$ cat src/rtl/multicycle_ctrl.sv
// Multi-cycle main controller: sequences fetch, decode, execute, multiply wait,
// memory access and write-back for the RV64 subset datapath.
module multicycle_ctrl #(
  parameter int MUL_LAT = 4
) (
  input  logic       clk_i,
  input  logic       rst_i,
  input  logic       start_i,
  input  logic [6:0] opcode_i,
  input  logic [6:0] funct7_i,
  input  logic       alu_zero_i,
  input  logic       imem_ack_i,
  input  logic       dmem_ack_i,
  output logic       imem_req_o,
  output logic       ir_we_o,
  output logic       pc_we_o,
  output logic       pc_src_o,
  output logic       alu_src_o,
  output logic [1:0] alu_op_o,
  output logic       mul_start_o,
  output logic       dmem_req_o,
  output logic       dmem_we_o,
  output logic       memtoreg_o,
  output logic       reg_we_o,
  output logic       illegal_o,
  output logic       busy_o,
  output logic [2:0] state_o
);

  localparam logic [2:0] S_IDLE   = 3'd0;
  localparam logic [2:0] S_FETCH  = 3'd1;
  localparam logic [2:0] S_DECODE = 3'd2;
  localparam logic [2:0] S_EXEC   = 3'd3;
  localparam logic [2:0] S_MULW   = 3'd4;
  localparam logic [2:0] S_MEM    = 3'd5;
  localparam logic [2:0] S_WB     = 3'd6;

  localparam logic [6:0] OP_R    = 7'b0110011;
  localparam logic [6:0] OP_ADDI = 7'b0010011;
  localparam logic [6:0] OP_LD   = 7'b0000011;
  localparam logic [6:0] OP_SD   = 7'b0100011;
  localparam logic [6:0] OP_BEQ  = 7'b1100011;
  localparam logic [6:0] F7_MUL  = 7'b0000001;

  localparam logic [3:0] MUL_LOAD = 4'(MUL_LAT - 1);

  logic [2:0] state, state_nx;
  logic [3:0] cnt, cnt_nx;

  logic is_r, is_addi, is_ld, is_sd, is_beq, is_mul, legal;
  assign is_r    = (opcode_i == OP_R);
  assign is_addi = (opcode_i == OP_ADDI);
  assign is_ld   = (opcode_i == OP_LD);
  assign is_sd   = (opcode_i == OP_SD);
  assign is_beq  = (opcode_i == OP_BEQ);
  assign is_mul  = is_r && (funct7_i == F7_MUL);
  assign legal   = is_r | is_addi | is_ld | is_sd | is_beq;

  // Every path back to FETCH is an instruction boundary where start_i may park us.
  logic [2:0] bnd;
  assign bnd = start_i ? S_FETCH : S_IDLE;

  always_comb begin
    state_nx = state;
    cnt_nx   = cnt;
    case (state)
      S_IDLE:   if (start_i) state_nx = S_FETCH;
      S_FETCH:  if (imem_ack_i) state_nx = S_DECODE;
      S_DECODE: state_nx = legal ? S_EXEC : bnd;
      S_EXEC: begin
        if (is_beq) state_nx = bnd;
        else if (is_mul) begin
          state_nx = S_MULW;
          cnt_nx   = MUL_LOAD;
        end
        else if (is_ld || is_sd) state_nx = S_MEM;
        else state_nx = S_WB;
      end
      S_MULW: begin
        if (cnt == 4'd0) state_nx = S_WB;
        else cnt_nx = cnt - 4'd1;
      end
      S_MEM:    if (dmem_ack_i) state_nx = is_sd ? bnd : S_WB;
      S_WB:     state_nx = bnd;
      default:  state_nx = S_IDLE;
    endcase
  end

  always_ff @(posedge clk_i) begin
    if (rst_i) begin
      state <= S_IDLE;
      cnt   <= 4'd0;
    end else begin
      state <= state_nx;
      cnt   <= cnt_nx;
    end
  end

  logic alu_active;
  assign alu_active = (state == S_EXEC) || (state == S_MEM) || (state == S_WB);

  always_comb begin
    imem_req_o  = 1'b0;
    ir_we_o     = 1'b0;
    pc_we_o     = 1'b0;
    pc_src_o    = 1'b0;
    alu_src_o   = 1'b0;
    alu_op_o    = 2'b00;
    mul_start_o = 1'b0;
    dmem_req_o  = 1'b0;
    dmem_we_o   = 1'b0;
    memtoreg_o  = 1'b0;
    reg_we_o    = 1'b0;
    illegal_o   = 1'b0;
    if (alu_active) begin
      alu_src_o = is_addi | is_ld | is_sd;
      if (is_r)         alu_op_o = 2'b10;
      else if (is_addi) alu_op_o = 2'b11;
      else if (is_beq)  alu_op_o = 2'b01;
      else              alu_op_o = 2'b00;
    end
    case (state)
      S_FETCH: begin
        imem_req_o = 1'b1;
        ir_we_o    = imem_ack_i;
        pc_we_o    = imem_ack_i;
      end
      S_DECODE: illegal_o = ~legal;
      S_EXEC: begin
        if (is_beq) begin
          pc_we_o  = alu_zero_i;
          pc_src_o = 1'b1;
        end
        mul_start_o = is_mul;
      end
      S_MEM: begin
        dmem_req_o = 1'b1;
        dmem_we_o  = is_sd;
      end
      S_WB: begin
        reg_we_o   = 1'b1;
        memtoreg_o = is_ld;
      end
      default: ;
    endcase
  end

  assign busy_o  = (state != S_IDLE);
  assign state_o = state;

endmodule

$ cat config.mk
export PLATFORM = sky130hd
export DESIGN_NAME = multicycle_ctrl
export DESIGN_NICKNAME = d
export VERILOG_FILES = /design/src/rtl/multicycle_ctrl.sv
export SDC_FILE = /design/constraint.sdc
export NUM_CORES = 1
export LEC_CHECK = 0
export ABC_AREA = 1
export CAP_MARGIN = 30
export CORE_ASPECT_RATIO = 1.75
export CORE_MARGIN = 3
export CORE_UTILIZATION = 30
export CTS_CLUSTER_DIAMETER = 40
export DETAILED_ROUTE_END_ITERATION = 8
export SYNTH_ARGS = -nofsm -noshare
export SYNTH_HDL_FRONTEND = slang
export SYNTH_SLANG_ARGS = --single-unit
export TNS_END_PERCENT = 100
$ cat constraint.sdc
create_clock -name clk_i -period 2.3 [get_ports clk_i]
set_input_delay 0.46 -clock clk_i [delete_from_list [all_inputs] [get_ports clk_i]]
set_output_delay 0.46 -clock clk_i [all_outputs]
set_load 0.005 [all_outputs]
Word level (Yosys, flattened, before mapping)
Cells that the tools add are included.
- bitwise operators: 7
- equal/unequal tests: 19
- $add $sub $neg: 1
- reductions and logical operators: 10
- muxes and demuxes: 32
- operator list (kind ; count):
    one-hot mux 3 bit (7 select lines) ; 1
    two-way mux 3 bit ; 6
    equality test 7 x 6 -> 1 bit (second input constant) ; 2
    two-way mux 1 bit ; 14
    != test 2 bit (second input constant) ; 7
    two-way mux 2 bit ; 6
    two-way mux 4 bit ; 3
    equality test 3 bit (second input constant) ; 3
    one-hot mux 4 bit (2 select lines) ; 1
    AND reduction 4 bit ; 2
    equality test 7 x 1 -> 1 bit (second input constant) ; 1
    equality test 7 x 2 -> 1 bit (second input constant) ; 1
    equality test 7 x 5 -> 1 bit (second input constant) ; 1
    equality test 7 bit (second input constant) ; 1
    equality test 3 x 2 -> 1 bit (second input constant) ; 2
    OR 1 bit ; 6
    logical NOT 4 bit ; 1
    subtractor 4 x 1 -> 4 bit (second input constant) ; 1
    equality test 3 x 1 -> 1 bit (second input constant) ; 1
    logical NOT 3 bit ; 1
    logical OR 1 bit ; 3
    nonzero test 3 bit ; 1
    one-hot mux 1 bit (2 select lines) ; 1
    nonzero test 2 bit ; 1
    2 further kinds ; 2
- output and inout port bits: 17
- register bits after elaboration: 7
- bits of input ports: 20
- word-level logic and storage cells: 71

Depth between registers and ports, before layout
- depth after elaboration: 7
- depth in mapped cells: 10
- gate-level depth less buffers: 10

Worst setup path before layout
Ideal clock, no wire load.
- path type: input to output
- start: input port opcode_i[2]
- end: output port memtoreg_o
- stages: 5
- required time: 1840 ps
- path buffers: 0
- path slack: 641 ps
- data arrival time: 1199 ps
- path through: inv_1 nand2_1 nor2_1 nand3_1 nor3b_1
- word-level cells in the longest chain between the ends: 2
- ends and longest elaborated chain (item ; line ; text):
    from (decl) ; 9 ; input logic [6:0] opcode_i,
    equality test 7 x 2 -> 1 bit ; 53 ; assign is_ld = (opcode_i == OP_LD);
    two-way mux 1 bit ; 122 ; case (state)
    to (decl) ; 23 ; output logic memtoreg_o,
No other way between the ends.

Worst setup path after layout
- start: input port opcode_i[1]
- end: output port pc_we_o
- word-level cells in the longest chain between the ends: 3
- ends and longest elaborated chain (item ; line ; text):
    equality test 7 bit ; 55 ; assign is_beq = (opcode_i == OP_BEQ);
    two-way mux 1 bit ; 130 ; if (is_beq) begin
    one-hot mux 1 bit (2 select lines) ; 122 ;
    to (decl) ; 16 ; output logic pc_we_o,
No other way between the ends.

==> metrics.yaml <==
status:
  status: "complete, no violations"
sta:
  drv_slew: 0
  hold_viol_final: 0
  fin_ws_ps: 100.1
  whs_ps: 525.3
  worstMarginPinSlew_ps: 284.2
  period_needed_ps: 2200
  fin_worst_skew_ps: 6.572
  fmax_mhz: 454.6
  relSlewSlack_pct: 81.05
  rsz0062_at_grt: "true"
  period_share_pct: 95.65
  setup_viol: 0
power:
  p_sw_uw: 162.4
  swShare_pct: 33.67
  intPower_uw: 320.0
  clkPwrFrac_pct: 22.5
  p_comb_share_pct: 47.1
  power.density_nw_per_um2: 363.0
  seq_power_share_pct: 30.4
  ir_drop_mv: 0.3081
  leakage_nw: 0.6296
detailed_routing:
  first_pass_iters: 6
  vias_per_cell: 4.786
  wl_per_cell_um: 11.12
  num_vias: 986
  remaining_drc_errors: 0
  detail-route-antenna-nets: 0
  wirelength_mm: 2.290
  initialDrtViolationCount: 13
placement:
  post-place-ws_ps: -314.2
  gp_congestion: 0.8550
  dp_hpwl_mm: 1.903
  placed_cell_area_um2: 1217
  dp_cells: 196
  numPortBuffers: 36
cells_and_area:
  finalInstanceArea_um2: 1329
  fin_cells: 206
  area_delta_synth_final_pct: 89.98
  drive_gt1_share_pct: 28.57
  nets: 205
  antenna_cells: 0
logic_synthesis:
  synth_edf_count: 0
  syn_avg_cell_area_um2: 5.877
  ys_warn_count: 0
  synthTopCellsByArea: "dfxtp_1 (20%), nand3_1 (11%), nand2_1 (10%), inv_1 (9.7%), nor2_1 (9.7%)"
  synth-seq-cells: 7
  yosysSeqAreaShare_pct: 20.04
  synth_nets: 141
  synth_top_area_cell: "dfxtp_1"
  syn_area_um2: 699.4
  yosysUniqueCellTypes: 24
  synthArstFlopShare_pct: 0
  netlist_instances: 119
  synthDominantCellAreaShare_pct: 20.04
  synth_flop_cell: "dfxtp_1"
cts:
  cts_max_level: 1
  cts_sinks: 7
  cts_buffers: 3
  clk_pin_slew_ps: 50
  clock_latency_ps: 250
  cts_max_path_buffers: 2
  cts_root_buffer: "clkbuf_4"
  cts_tree: "yes"
die:
  core-area_um2: 2147
  die-area_um2: 2970
  dieWidth_um: 42.50
  die_h_um: 69.88
  rows: 22
  design.portCount: 37
  start_util_pct: 32.58
worst_setup_path:
  end_kind: "primary output"
  path_cells: "clkdlybuf4s50_1 -> nand2_2 -> nor2_4 -> nand2_2 -> nor2_4 -> buf_4 -> buf_4 -> nand2_1 -> o21ai_0 -> buf_2"
  crit_fanout: 4
  critPathLaunchType: "input pin"
  critPathKind: "in -> out"
  cp_slowest_cell: "clkdlybuf4s50_1"
  max_stage_delay_ps: 470
  required_ps: 1840
  cp_data_arrival_time_ps: 1740
global_routing:
  grtUsageTotal_pct: 15.49
  grt_pass1_vias: 933
  grt_max_degree: 8
  overflow: 0
  grt_pass1_wl_mm: 3.767
  antenna_found_initial: 0
job:
  cap_violations: 0
min_path:
  hold_class: "reg -> reg"
## stage by stage
step,utilization (%),TNS [ps],power (mW)
global route,61.89,-9.642,0.5226
CTS,59.97,-41.98,0.4856
global placement,56.70,-1963,0.3697
detailed placement,56.70,-1969,0.3717
finish,61.89,0,0.4824
floorplan,-,0,0.2501
## flip-flops by register name, indices dropped and copies added, names as in the netlist
signal and count:
state_o 3, cnt 4
## power by group through the flow
stage          clock network [mW]  logic (mW)  registers [mW]
2_1_floorplan                   0       0.102           0.148
3_3_place_gp                    0       0.221           0.149
3_5_place_dp                    0       0.223           0.149
4_1_cts                     0.113       0.225           0.147
5_1_grt                     0.122       0.251           0.149
6_report                    0.108       0.227           0.147
## metal layers
layer,vias to the layer above,part of all wire [%],global-route usage [%]
li1,521,-,-
met1,439,37,15.16
met2,22,58,31.07
met3,4,3.4,1.289
met4,0,1.1,6.228
met5,-,0,0
## final timing paths
| kind | from | to | slack, ps | cells after the start |
|---|---|---|---|---|
| max reg2reg | state_o[2]$_SDFFE_PP0P_ | cnt[3]$_SDFFE_PP0P_ | 820 | 7 |
| max | opcode_i[1] | pc_we_o | 100 | 10 |
| min reg2reg | cnt[3]$_SDFFE_PP0P_ | cnt[3]$_SDFFE_PP0P_ | 530 | 2 |
| min | cnt[3]$_SDFFE_PP0P_ | cnt[3]$_SDFFE_PP0P_ | 530 | 2 |
## cell families after synthesis
group / synth area share, %
simple gates: 47.76
flops: 20.04
xor+xnor: 2.505
fa+ha+maj: 3.577
buf+inv: 11.27
compound gates: 14.85
## cell usage in the layout (no fill, tap or decap), types with 2 or more instances in the layout
master           synthesis  routed
nand3_1                 15      14
inv_2                    3       6
clkbuf_4                 0       3
dfxtp_1                  7       6
inv_1                   18      15
nor2_4                   0       3
o21ai_1                  2       3
a21oi_1                  9       9
nand2_1                 19      15
nand4_1                  2       2
dlygate4sd2_1            0       6
nand3_2                  1       2
o21ai_2                  2       2
clkdlybuf4s50_1          0      24
ha_1                     2       2
nor2_1                  18      13
dlymetal6s2s_1           0       2
nor2_2                   0       2
buf_4                    0      22
nand2_2                  0       4
nor3_1                   9       9
buf_2                    0       2
clkdlybuf4s15_1          0       2
## what timing repair did
| action | in CTS | in global routing |
|---|---|---|
| buffers inserted | 5 | 1 |
| setup endpoints to repair | 9 | 4 |
| hold buffers | 0 | 0 |
| pin swaps | 4 | 7 |
| gates resized for setup | 24 | 16 |
| endpoints found under the hold margin | 0 | 0 |
## synth_stat cells (2+ instances only)
cell and n:
o21ai_2 2, nor2_1 18, inv_1 18, nand2_1 19, o21ai_0 2, nand3_1 15
o21ai_1 2, a21oi_1 9, ha_1 2, inv_2 3, nor3_1 9, dfxtp_1 7
nand4_1 2
## worst max-delay path: cells and delay by family
| family | cells | cell delay (ps) |
|---|---|---|
| buf+inv | 4 | 800 |
| simple gates | 5 | 420 |
| compound gates | 1 | 60 |
## cell type report
type                       instances  area, um2
inverter                          21      78.83
multi-input combinational         91      528.0
timing repair buffer              59      524.3
clock buffer                       4      26.28
fill                             225      818.3
sequential                         7      141.4
tap                               24      30.03
Note: power is estimated with default switching activity, not from simulation.
